--- src/rtl/crc_sched.sv ---
// crc_sched: round-robin arbiter that shares one bit-serial CRC engine among
// NUM_REQ requesters, with per-job timeout and ID-tagged responses.
`default_nettype none

module crc_sched #(
  parameter  int NUM_REQ    = 4,
  parameter  int width      = 32,
  parameter  int poly_width = 9,
  parameter  int TIMEOUT    = 255,
  localparam int ID_W       = $clog2(NUM_REQ)
) (
  input  logic                          clk,
  input  logic                          reset,
  input  logic [NUM_REQ-1:0]            req_valid,
  output logic [NUM_REQ-1:0]            req_ready,
  input  logic [NUM_REQ*width-1:0]      req_message,
  input  logic [NUM_REQ*poly_width-1:0] req_poly,
  output logic                          eng_start,
  output logic [width-1:0]              eng_message,
  output logic [poly_width-1:0]         eng_poly,
  input  logic                          eng_done,
  input  logic [poly_width-2:0]         eng_crc,
  output logic                          resp_valid,
  output logic [ID_W-1:0]               resp_id,
  output logic [poly_width-2:0]         resp_crc,
  output logic                          resp_error,
  output logic                          busy
);

  localparam int CNT_W = (TIMEOUT > 1) ? $clog2(TIMEOUT) : 1;
  localparam logic [CNT_W-1:0] CNT_LAST = CNT_W'(TIMEOUT - 1);

  typedef enum logic [1:0] {
    S_IDLE  = 2'd0,
    S_ISSUE = 2'd1,
    S_WAIT  = 2'd2,
    S_RESP  = 2'd3
  } state_t;

  state_t                state_q, state_d;
  logic [ID_W-1:0]       last_grant_q, last_grant_d;
  logic [ID_W-1:0]       cur_id_q, cur_id_d;
  logic [CNT_W-1:0]      cnt_q, cnt_d;
  logic [width-1:0]      msg_q, msg_d;
  logic [poly_width-1:0] poly_q, poly_d;
  logic [poly_width-2:0] crc_q, crc_d;
  logic                  err_q, err_d;

  logic                  grant_found;
  logic [ID_W-1:0]       grant_idx;

  // Explicit modulo keeps the wrap correct when NUM_REQ is not a power of two.
  function automatic logic [ID_W-1:0] wrap_id(input int v);
    return ID_W'(v % NUM_REQ);
  endfunction

  // Scan offsets from far to near so the nearest valid index after last_grant wins.
  always_comb begin
    grant_found = 1'b0;
    grant_idx   = '0;
    for (int k = NUM_REQ; k >= 1; k--) begin
      if (req_valid[wrap_id(int'(last_grant_q) + k)]) begin
        grant_found = 1'b1;
        grant_idx   = wrap_id(int'(last_grant_q) + k);
      end
    end
  end

  always_comb begin
    state_d      = state_q;
    last_grant_d = last_grant_q;
    cur_id_d     = cur_id_q;
    cnt_d        = cnt_q;
    msg_d        = msg_q;
    poly_d       = poly_q;
    crc_d        = crc_q;
    err_d        = err_q;
    req_ready    = '0;
    case (state_q)
      S_IDLE: begin
        if (grant_found && !reset) begin
          req_ready[grant_idx] = 1'b1;
          msg_d    = req_message[int'(grant_idx)*width +: width];
          poly_d   = req_poly[int'(grant_idx)*poly_width +: poly_width];
          cur_id_d = grant_idx;
          state_d  = S_ISSUE;
        end
      end
      S_ISSUE: begin
        cnt_d   = '0;
        state_d = S_WAIT;
      end
      S_WAIT: begin
        if (eng_done) begin
          crc_d   = eng_crc;
          err_d   = 1'b0;
          state_d = S_RESP;
        end else if (cnt_q == CNT_LAST) begin
          crc_d   = '0;
          err_d   = 1'b1;
          state_d = S_RESP;
        end else begin
          cnt_d = cnt_q + CNT_W'(1);
        end
      end
      S_RESP: begin
        last_grant_d = cur_id_q;
        state_d      = S_IDLE;
      end
      default: state_d = S_IDLE;
    endcase
  end

  always_ff @(posedge clk or posedge reset) begin
    if (reset) begin
      state_q      <= S_IDLE;
      last_grant_q <= ID_W'(NUM_REQ - 1);
      cur_id_q     <= '0;
      cnt_q        <= '0;
      msg_q        <= '0;
      poly_q       <= '0;
      crc_q        <= '0;
      err_q        <= 1'b0;
    end else begin
      state_q      <= state_d;
      last_grant_q <= last_grant_d;
      cur_id_q     <= cur_id_d;
      cnt_q        <= cnt_d;
      msg_q        <= msg_d;
      poly_q       <= poly_d;
      crc_q        <= crc_d;
      err_q        <= err_d;
    end
  end

  assign eng_start   = (state_q == S_ISSUE);
  assign eng_message = msg_q;
  assign eng_poly    = poly_q;
  assign resp_valid  = (state_q == S_RESP);
  assign resp_id     = resp_valid ? cur_id_q : '0;
  assign resp_crc    = crc_q;
  assign resp_error  = err_q;
  assign busy        = (state_q != S_IDLE);

endmodule

`default_nettype wire

--- config.mk ---
export PLATFORM = sky130hd
export DESIGN_NAME = crc_sched
export DESIGN_NICKNAME = d
export VERILOG_FILES = /design/src/rtl/crc_sched.sv
export SDC_FILE = /design/constraint.sdc
export NUM_CORES = 1
export LEC_CHECK = 0
export BUFFER_PORTS_ARGS = -buffer_cell sky130_fd_sc_hd__buf_2
export CAP_MARGIN = 5
export CORE_ASPECT_RATIO = 0.75
export CORE_UTILIZATION = 45
export DETAILED_ROUTE_END_ITERATION = 8
export PLACE_DENSITY = 0.89
export SKIP_CTS_REPAIR_TIMING = 1
export SLEW_MARGIN = 20
export SYNTH_ARGS = -nofsm -noshare
export SYNTH_HDL_FRONTEND = slang
export SYNTH_SLANG_ARGS = --single-unit
--- constraint.sdc ---
create_clock -name clk -period 2.35 [get_ports clk]
set_input_delay 0.235 -clock clk [delete_from_list [all_inputs] [get_ports clk]]
set_output_delay 0.235 -clock clk [all_outputs]
set_load 0.05 [all_outputs]
==> run_summary.xml, run 1 <==
<?xml version="1.0" encoding="UTF-8"?>
<metrics>
  <group name="status">
    <metric name="status" unit="">complete, no violations</metric>
  </group>
  <group name="grt">
    <metric name="grtUsageTotal" unit="%">26.99</metric>
    <metric name="antenna_found_initial" unit="">2</metric>
    <metric name="via_count_of_the_first_global_routing_pass" unit="">4429</metric>
    <metric name="global_route.overflow_total" unit="">0</metric>
    <metric name="grt_pass1_wl" unit="um">20960</metric>
    <metric name="pin_count_of_the_biggest_net_entering_global_routing" unit="">44</metric>
  </group>
  <group name="sta">
    <metric name="worst_max_slew_margin_expressed_relative_to_the_limit" unit="%">60.36</metric>
    <metric name="hold-worst-slack" unit="ns">0.01551</metric>
    <metric name="report.final.hold_viol_count" unit="">0</metric>
    <metric name="tightestPinTransition" unit="ns">0.5938</metric>
    <metric name="period_minus_slack" unit="ns">2.250</metric>
    <metric name="timing_max_transition_violations_final" unit="">0</metric>
    <metric name="fmax" unit="MHz">444.5</metric>
    <metric name="grt_setup_unrepaired" unit="">yes</metric>
    <metric name="final-setup-viol-count" unit="">0</metric>
    <metric name="finClkSkew" unit="ns">0.008041</metric>
    <metric name="min_period_over_period" unit="%">95.73</metric>
  </group>
  <group name="clock_network">
    <metric name="insertion_delay" unit="ns">0.32</metric>
    <metric name="clock_sinks" unit="">64</metric>
    <metric name="clkSlewWorstSetupHoldPaths" unit="ns">0.06</metric>
    <metric name="tritoncts.num_buffers" unit="">9</metric>
    <metric name="cts.root.buffer_cell" unit="">sky130_fd_sc_hd__clkbuf_16</metric>
    <metric name="tritoncts" unit="">yes</metric>
    <metric name="htree_levels" unit="">3</metric>
    <metric name="cts_buffer_depth" unit="">2</metric>
  </group>
  <group name="final_layout">
    <metric name="post-route-cell-area" unit="um2">5969</metric>
    <metric name="nFillCells" unit="">770</metric>
    <metric name="syn_to_final_growth" unit="%">38.53</metric>
    <metric name="layout.cells.most_common" unit="">sky130_fd_sc_hd__buf_2</metric>
    <metric name="layout_common_cells" unit="">sky130_fd_sc_hd__buf_2, sky130_fd_sc_hd__dfrtp_1, sky130_fd_sc_hd__nor2_1</metric>
    <metric name="drive_above_1_share" unit="%">51.79</metric>
    <metric name="layout.nets" unit="">823</metric>
    <metric name="finish.cell_count_without_fillers" unit="">773</metric>
  </group>
  <group name="min_path">
    <metric name="worst_hold_path_type" unit="">in -&gt; async</metric>
  </group>
  <group name="pwr">
    <metric name="power_total" unit="W">0.008186</metric>
    <metric name="p_per_area" unit="nW/um2">1371</metric>
    <metric name="power.static_leakage" unit="nW">2.838</metric>
    <metric name="ir_drop" unit="uV">711.0</metric>
  </group>
  <group name="logic_synthesis">
    <metric name="ys.flop_type" unit="">sky130_fd_sc_hd__dfrtp_1</metric>
    <metric name="synth.yosys.warnings" unit="">0</metric>
    <metric name="synth.distinct_cells" unit="">49</metric>
    <metric name="yosysSeqAreaShare" unit="%">37.22</metric>
    <metric name="yosysTopAreaCellShare" unit="%">36.00</metric>
    <metric name="synth_fp_nets" unit="">591</metric>
    <metric name="synth.avg_cell_area" unit="um2">10.61</metric>
    <metric name="synth_area_leader_cell" unit="">sky130_fd_sc_hd__dfrtp_1</metric>
    <metric name="synthTopCellsByArea" unit="">sky130_fd_sc_hd__dfrtp_1, sky130_fd_sc_hd__a211oi_2, sky130_fd_sc_hd__mux2i_1, sky130_fd_sc_hd__and4_1, sky130_fd_sc_hd__a211oi_1</metric>
    <metric name="ys_seq_elements" unit="">64</metric>
    <metric name="postSynth.asyncResetShare" unit="%">100.0</metric>
    <metric name="post_synth_inst_count" unit="">406</metric>
    <metric name="count_of_flip_flops_with_a_built_in_enable_after_synthesis" unit="">0</metric>
    <metric name="synth.cell_area" unit="um2">4309</metric>
  </group>
  <group name="critical_path">
    <metric name="critPathTopFamily" unit="">flip-flops</metric>
    <metric name="worst-path-buf-inv" unit="">2</metric>
    <metric name="r2r_slack" unit="ns">0.34</metric>
    <metric name="cp.required" unit="ns">2.12</metric>
    <metric name="ordered_cell_list_for_the_critical_path" unit="">nand2b_2 &gt; a21bo_2 &gt; nand3_2 &gt; buf_4 &gt; nor3_2 &gt; buf_2</metric>
    <metric name="worst_path_largest_cell_delay" unit="ns">0.55</metric>
    <metric name="setup.worst_path.start_class" unit="">register</metric>
    <metric name="worst-endpoint-arrival" unit="ns">2.01</metric>
    <metric name="end_kind" unit="">output port</metric>
    <metric name="crit_fanout" unit="">9</metric>
    <metric name="worst_path_slowest_cell" unit="">sky130_fd_sc_hd__dfstp_2</metric>
    <metric name="worst-setup-path-type" unit="">reg -&gt; out</metric>
  </group>
  <group name="placement">
    <metric name="portBuffers" unit="">237</metric>
    <metric name="dp_hpwl" unit="um">9687</metric>
    <metric name="gp_congestion" unit="">0.8536</metric>
    <metric name="detailed_place.area" unit="um2">5584</metric>
    <metric name="place_inst" unit="">751</metric>
  </group>
  <group name="detailed_routing">
    <metric name="drtPass1Iterations" unit="">6</metric>
    <metric name="dr.first_iter.drc_count" unit="">162</metric>
    <metric name="ant_nets" unit="">0</metric>
    <metric name="overall_routed_net_length" unit="um">13220</metric>
    <metric name="route.vias.total" unit="">4353</metric>
    <metric name="route.detailed.wl_per_inst" unit="um">17.10</metric>
    <metric name="viasPerCell" unit="">5.631</metric>
    <metric name="route.detailed.drc" unit="">0</metric>
  </group>
  <group name="flow_run">
    <metric name="cap_viol_max_count" unit="">0</metric>
  </group>
  <group name="floorplan">
    <metric name="die_y_extent" unit="um">86.75</metric>
    <metric name="rows" unit="">30</metric>
    <metric name="initial_utilization" unit="%">47.05</metric>
    <metric name="die_area" unit="um2">9975</metric>
    <metric name="die-width" unit="um">115.0</metric>
    <metric name="placeableCoreArea" unit="um2">9159</metric>
    <metric name="top_level_ports" unit="">238</metric>
  </group>
</metrics>
[synthesized netlist by cell type, types with 2 or more instances]
cell type	instances
sky130_fd_sc_hd__mux2_2	3
sky130_fd_sc_hd__dfstp_2	2
sky130_fd_sc_hd__nand3_1	9
sky130_fd_sc_hd__buf_2	8
sky130_fd_sc_hd__nand2_1	8
sky130_fd_sc_hd__a22o_1	9
sky130_fd_sc_hd__nor3b_1	2
sky130_fd_sc_hd__nor4_1	2
sky130_fd_sc_hd__a211oi_1	43
sky130_fd_sc_hd__and2_1	3
sky130_fd_sc_hd__buf_6	4
sky130_fd_sc_hd__clkbuf_1	19
sky130_fd_sc_hd__o21ai_0	3
sky130_fd_sc_hd__inv_1	7
sky130_fd_sc_hd__a21o_1	3
sky130_fd_sc_hd__nor3_1	2
sky130_fd_sc_hd__a211oi_2	38
sky130_fd_sc_hd__ha_1	6
sky130_fd_sc_hd__and3_1	2
sky130_fd_sc_hd__nor2_1	50
sky130_fd_sc_hd__and4_1	42
sky130_fd_sc_hd__mux2i_1	41
sky130_fd_sc_hd__buf_12	4
sky130_fd_sc_hd__a31oi_1	3
sky130_fd_sc_hd__a21oi_1	3
sky130_fd_sc_hd__dfrtp_1	62
sky130_fd_sc_hd__nand2b_1	6
[metal layers]
layer,track usage [%],wire length (um)
met4,12.04,248
met2,47.21,6653
met3,5.594,880
met5,0,0
met1,32.13,5439
[metrics by stage]
step / utilization [%] / setup TNS (ns) / setup WS [ns]
2_1_floorplan: - / -0.1923 / -0.09615
3_3_place_gp: 60.97 / 0 / 0.3585
3_5_place_dp: 60.97 / 0 / 0.2816
4_1_cts: 64.73 / 0 / 0.07683
5_1_grt: 65.18 / -0.01593 / -0.01593
6_report: 65.18 / 0 / 0.1004
[worst paths after layout]
check                                       startpoint                          end  depth (start not counted)
max                        last_grant_q[0]$_DFFE_PP1P_                 req_ready[0]                          6
min                                              reset      resp_crc[0]$_DFFE_PP0P_                          2
max reg2reg                last_grant_q[0]$_DFFE_PP1P_   eng_message[0]$_DFFE_PP0P_                          6
min reg2reg                    resp_crc[0]$_DFFE_PP0P_      resp_crc[0]$_DFFE_PP0P_                          1
max in group asynchronous                        reset  last_grant_q[0]$_DFFE_PP1P_                          3
min in group clk                            eng_crc[0]      resp_crc[0]$_DFFE_PP0P_                          2
[report_power, final]
part | leakage (nW) | switching (W) | internal, W | total [W]
Clock | 0.162 | 0.000491 | 0.00104 | 0.00153
Sequential | 0.745 | 0.000309 | 0.00161 | 0.00192
Combinational | 1.93 | 0.00329 | 0.00145 | 0.00474
Total | 2.84 | 0.00409 | 0.00410 | 0.00819
[final cells by class]
type	instances	area, um2	share of cell area, %
repair buffers	257	1380	23.12
clock inverters	7	118.9	1.991
clock buffers	9	225.2	3.773
inverters	7	26.28	0.4402
multi-input cells	299	2450	41.04
well taps	128	160.2	2.683
flip-flops and latches	64	1604	26.87
diodes	2	5.005	0.08384
[sequential cells by signal, indices dropped and copies added (netlist names)]
register      cells
eng_message      32
cur_id_q          2
cnt_q             8
resp_crc          8
last_grant_q      2
state_q           2
eng_poly          9
resp_error        1
[cell families after synthesis]
group	share of synthesized area (%)
AOI/OAI and AO/OA	24.65
DFF	37.22
and+or+nand+nor	19.63
adders and majority gates	1.742
buffers and inverters	6.446
muxes	10.31
No activity file was read; power rests on OpenSTA's default activity.
==> inputs of run 2 (changes only) <==
- CELL_PAD_IN_SITES_DETAIL_PLACEMENT: unset -> 0
- CELL_PAD_IN_SITES_GLOBAL_PLACEMENT: unset -> 1
- CORE_UTILIZATION: 45 -> 33
==> run_summary.xml, run 2 (same netlist as run 1, synthesis figures left out) <==
<?xml version="1.0" encoding="UTF-8"?>
<metrics>
  <group name="sta">
    <metric name="grt_setup_unrepaired" unit="">no</metric>
    <metric name="tightestPinTransition" unit="ns">0.8370</metric>
    <metric name="finalSetupTns" unit="ns">0</metric>
    <metric name="hold-worst-slack" unit="ns">0.1436</metric>
    <metric name="final-setup-viol-count" unit="">0</metric>
    <metric name="worst_max_slew_margin_expressed_relative_to_the_limit" unit="%">44.20</metric>
    <metric name="finClkSkew" unit="ns">0.004117</metric>
    <metric name="fmax" unit="MHz">451.3</metric>
    <metric name="report.final.hold_viol_count" unit="">0</metric>
    <metric name="timing_max_transition_violations_final" unit="">0</metric>
    <metric name="period_minus_slack" unit="ns">2.216</metric>
    <metric name="min_period_over_period" unit="%">94.30</metric>
  </group>
  <group name="detailed_routing">
    <metric name="ant_nets" unit="">0</metric>
    <metric name="overall_routed_net_length" unit="um">13580</metric>
    <metric name="dr.first_iter.drc_count" unit="">147</metric>
    <metric name="route.vias.total" unit="">4252</metric>
    <metric name="route.detailed.wl_per_inst" unit="um">16.87</metric>
    <metric name="route.detailed.drc" unit="">0</metric>
    <metric name="drtPass1Iterations" unit="">4</metric>
    <metric name="viasPerCell" unit="">5.282</metric>
  </group>
  <group name="critical_path">
    <metric name="reg2reg_depth" unit="">6</metric>
    <metric name="worst_path_largest_cell_delay" unit="ns">0.54</metric>
    <metric name="crit-reg2reg-capture" unit="">eng_poly[3]$_DFFE_PP0P_</metric>
    <metric name="worst-setup-path-type" unit="">reg -&gt; out</metric>
    <metric name="r2r-start" unit="">last_grant_q[1]$_DFFE_PP1P_</metric>
    <metric name="worst-path-buf-inv" unit="">2</metric>
    <metric name="critPathTopFamily" unit="">flip-flops</metric>
    <metric name="end_kind" unit="">output port</metric>
    <metric name="worst-endpoint-arrival" unit="ns">1.98</metric>
    <metric name="r2r_slack" unit="ns">0.32</metric>
    <metric name="crit_fanout" unit="">18</metric>
    <metric name="cp.required" unit="ns">2.12</metric>
    <metric name="worst_path_slowest_cell" unit="">sky130_fd_sc_hd__dfstp_2</metric>
    <metric name="ordered_cell_list_for_the_critical_path" unit="">nand2b_1 &gt; a21o_4 &gt; nand3_2 &gt; buf_4 &gt; nor2_1 &gt; clkbuf_4</metric>
    <metric name="setup.worst_path.start_class" unit="">register</metric>
  </group>
  <group name="grt">
    <metric name="global_route.overflow_total" unit="">0</metric>
    <metric name="antenna_found_initial" unit="">0</metric>
    <metric name="grt_pass1_wl" unit="um">21030</metric>
    <metric name="grtUsageTotal" unit="%">20.07</metric>
    <metric name="via_count_of_the_first_global_routing_pass" unit="">4185</metric>
    <metric name="pin_count_of_the_biggest_net_entering_global_routing" unit="">65</metric>
  </group>
  <group name="floorplan">
    <metric name="die_y_extent" unit="um">101.0</metric>
    <metric name="placeableCoreArea" unit="um2">12520</metric>
    <metric name="rows" unit="">35</metric>
    <metric name="initial_utilization" unit="%">34.41</metric>
    <metric name="die_area" unit="um2">13520</metric>
    <metric name="top_level_ports" unit="">238</metric>
    <metric name="die-width" unit="um">134.0</metric>
  </group>
  <group name="pwr">
    <metric name="power.static_leakage" unit="nW">2.834</metric>
    <metric name="ir_drop" unit="uV">643.9</metric>
    <metric name="p_per_area" unit="nW/um2">1375</metric>
  </group>
  <group name="clock_network">
    <metric name="clkSlewWorstSetupHoldPaths" unit="ns">0.05</metric>
    <metric name="tritoncts" unit="">yes</metric>
    <metric name="tritoncts.num_buffers" unit="">9</metric>
    <metric name="cts.root.buffer_cell" unit="">sky130_fd_sc_hd__clkbuf_16</metric>
    <metric name="clock_sinks" unit="">64</metric>
    <metric name="htree_levels" unit="">3</metric>
    <metric name="insertion_delay" unit="ns">0.33</metric>
    <metric name="cts_buffer_depth" unit="">2</metric>
  </group>
  <group name="placement">
    <metric name="portBuffers" unit="">237</metric>
    <metric name="dp_hpwl" unit="um">10250</metric>
    <metric name="gp_congestion" unit="">0.7851</metric>
  </group>
  <group name="final_layout">
    <metric name="largest_register_ffs" unit="">32</metric>
    <metric name="layout.cells.most_common" unit="">sky130_fd_sc_hd__buf_2</metric>
    <metric name="layout_common_cells" unit="">sky130_fd_sc_hd__buf_2, sky130_fd_sc_hd__dfrtp_1, sky130_fd_sc_hd__nor2_1</metric>
    <metric name="nFillCells" unit="">1255</metric>
    <metric name="syn_to_final_growth" unit="%">39.31</metric>
    <metric name="num_antenna_cells" unit="">0</metric>
    <metric name="drive_above_1_share" unit="%">51.49</metric>
    <metric name="layout.nets" unit="">819</metric>
  </group>
  <group name="min_path">
    <metric name="min_path_cells" unit="">2</metric>
    <metric name="worst_hold_startpoint" unit="">eng_crc[0]</metric>
    <metric name="whs_endpoint" unit="">resp_crc[0]$_DFFE_PP0P_</metric>
    <metric name="worst_hold_path_type" unit="">in -&gt; reg</metric>
  </group>
  <group name="status">
    <metric name="status" unit="">complete, no violations</metric>
  </group>
  <group name="flow_run">
    <metric name="cap_viol_max_count" unit="">0</metric>
  </group>
</metrics>
[run 2: area by class of cell]
class                      count  area, um2  share of cell area, %
sequential                    64       1604                  26.72
clock buffer                   9      225.2                  3.752
clock inverter                 7      142.6                  2.376
multi-input combinational    299       2449                  40.79
tap                          166      207.7                  3.460
timing repair buffer         253       1349                  22.47
inverter                       7      26.28                 0.4377
[run 2: per-layer routing]
metal,wire [um],GRT usage (%),up-vias
met5,0,0,-
met4,146,6.119,0
met3,976,5.178,11
met2,6686,36.03,192
li1,-,-,2026
met1,5771,23.46,2023
[run 2: worst max-delay path by stage]
stage	startpoint	endpoint	slack, ns	cells past startpoint
floorplan	state_q[0]$_DFFE_PP0P_	req_ready[2]	-0.1	7
global placement	last_grant_q[0]$_DFFE_PP1P_	req_ready[1]	0.32	6
detailed placement	last_grant_q[0]$_DFFE_PP1P_	req_ready[1]	0.27	6
CTS	last_grant_q[0]$_DFFE_PP1P_	req_ready[1]	-0.09	6
global route	last_grant_q[0]$_DFFE_PP1P_	req_ready[2]	0.01	6
finish	last_grant_q[0]$_DFFE_PP1P_	req_ready[2]	0.13	6
[run 2: power by group]
part | leakage (nW) | internal (W) | total [W] | switching, W
Combinational | 1.91 | 0.00142 | 0.00469 | 0.00327
Sequential | 0.745 | 0.00161 | 0.00192 | 0.000311
Clock | 0.180 | 0.00115 | 0.00165 | 0.000499
[run 2: through the flow]
| stage | setup slack (ns) | total power, W | util (%) | cell area (um2) | cells |
|---|---|---|---|---|---|
| floorplan | -0.09615 | 0.005549 | - | 4319 | 406 |
| global placement | 0.3162 | 0.006527 | 44.81 | 5612 | 787 |
| detailed placement | 0.2742 | 0.006624 | 44.81 | 5612 | 787 |
| CTS | -0.09245 | 0.008306 | 47.74 | 5979 | 803 |
| global route | 0.01343 | 0.008719 | 47.93 | 6003 | 805 |
| finish | 0.1339 | 0.008253 | 47.93 | 6003 | 805 |
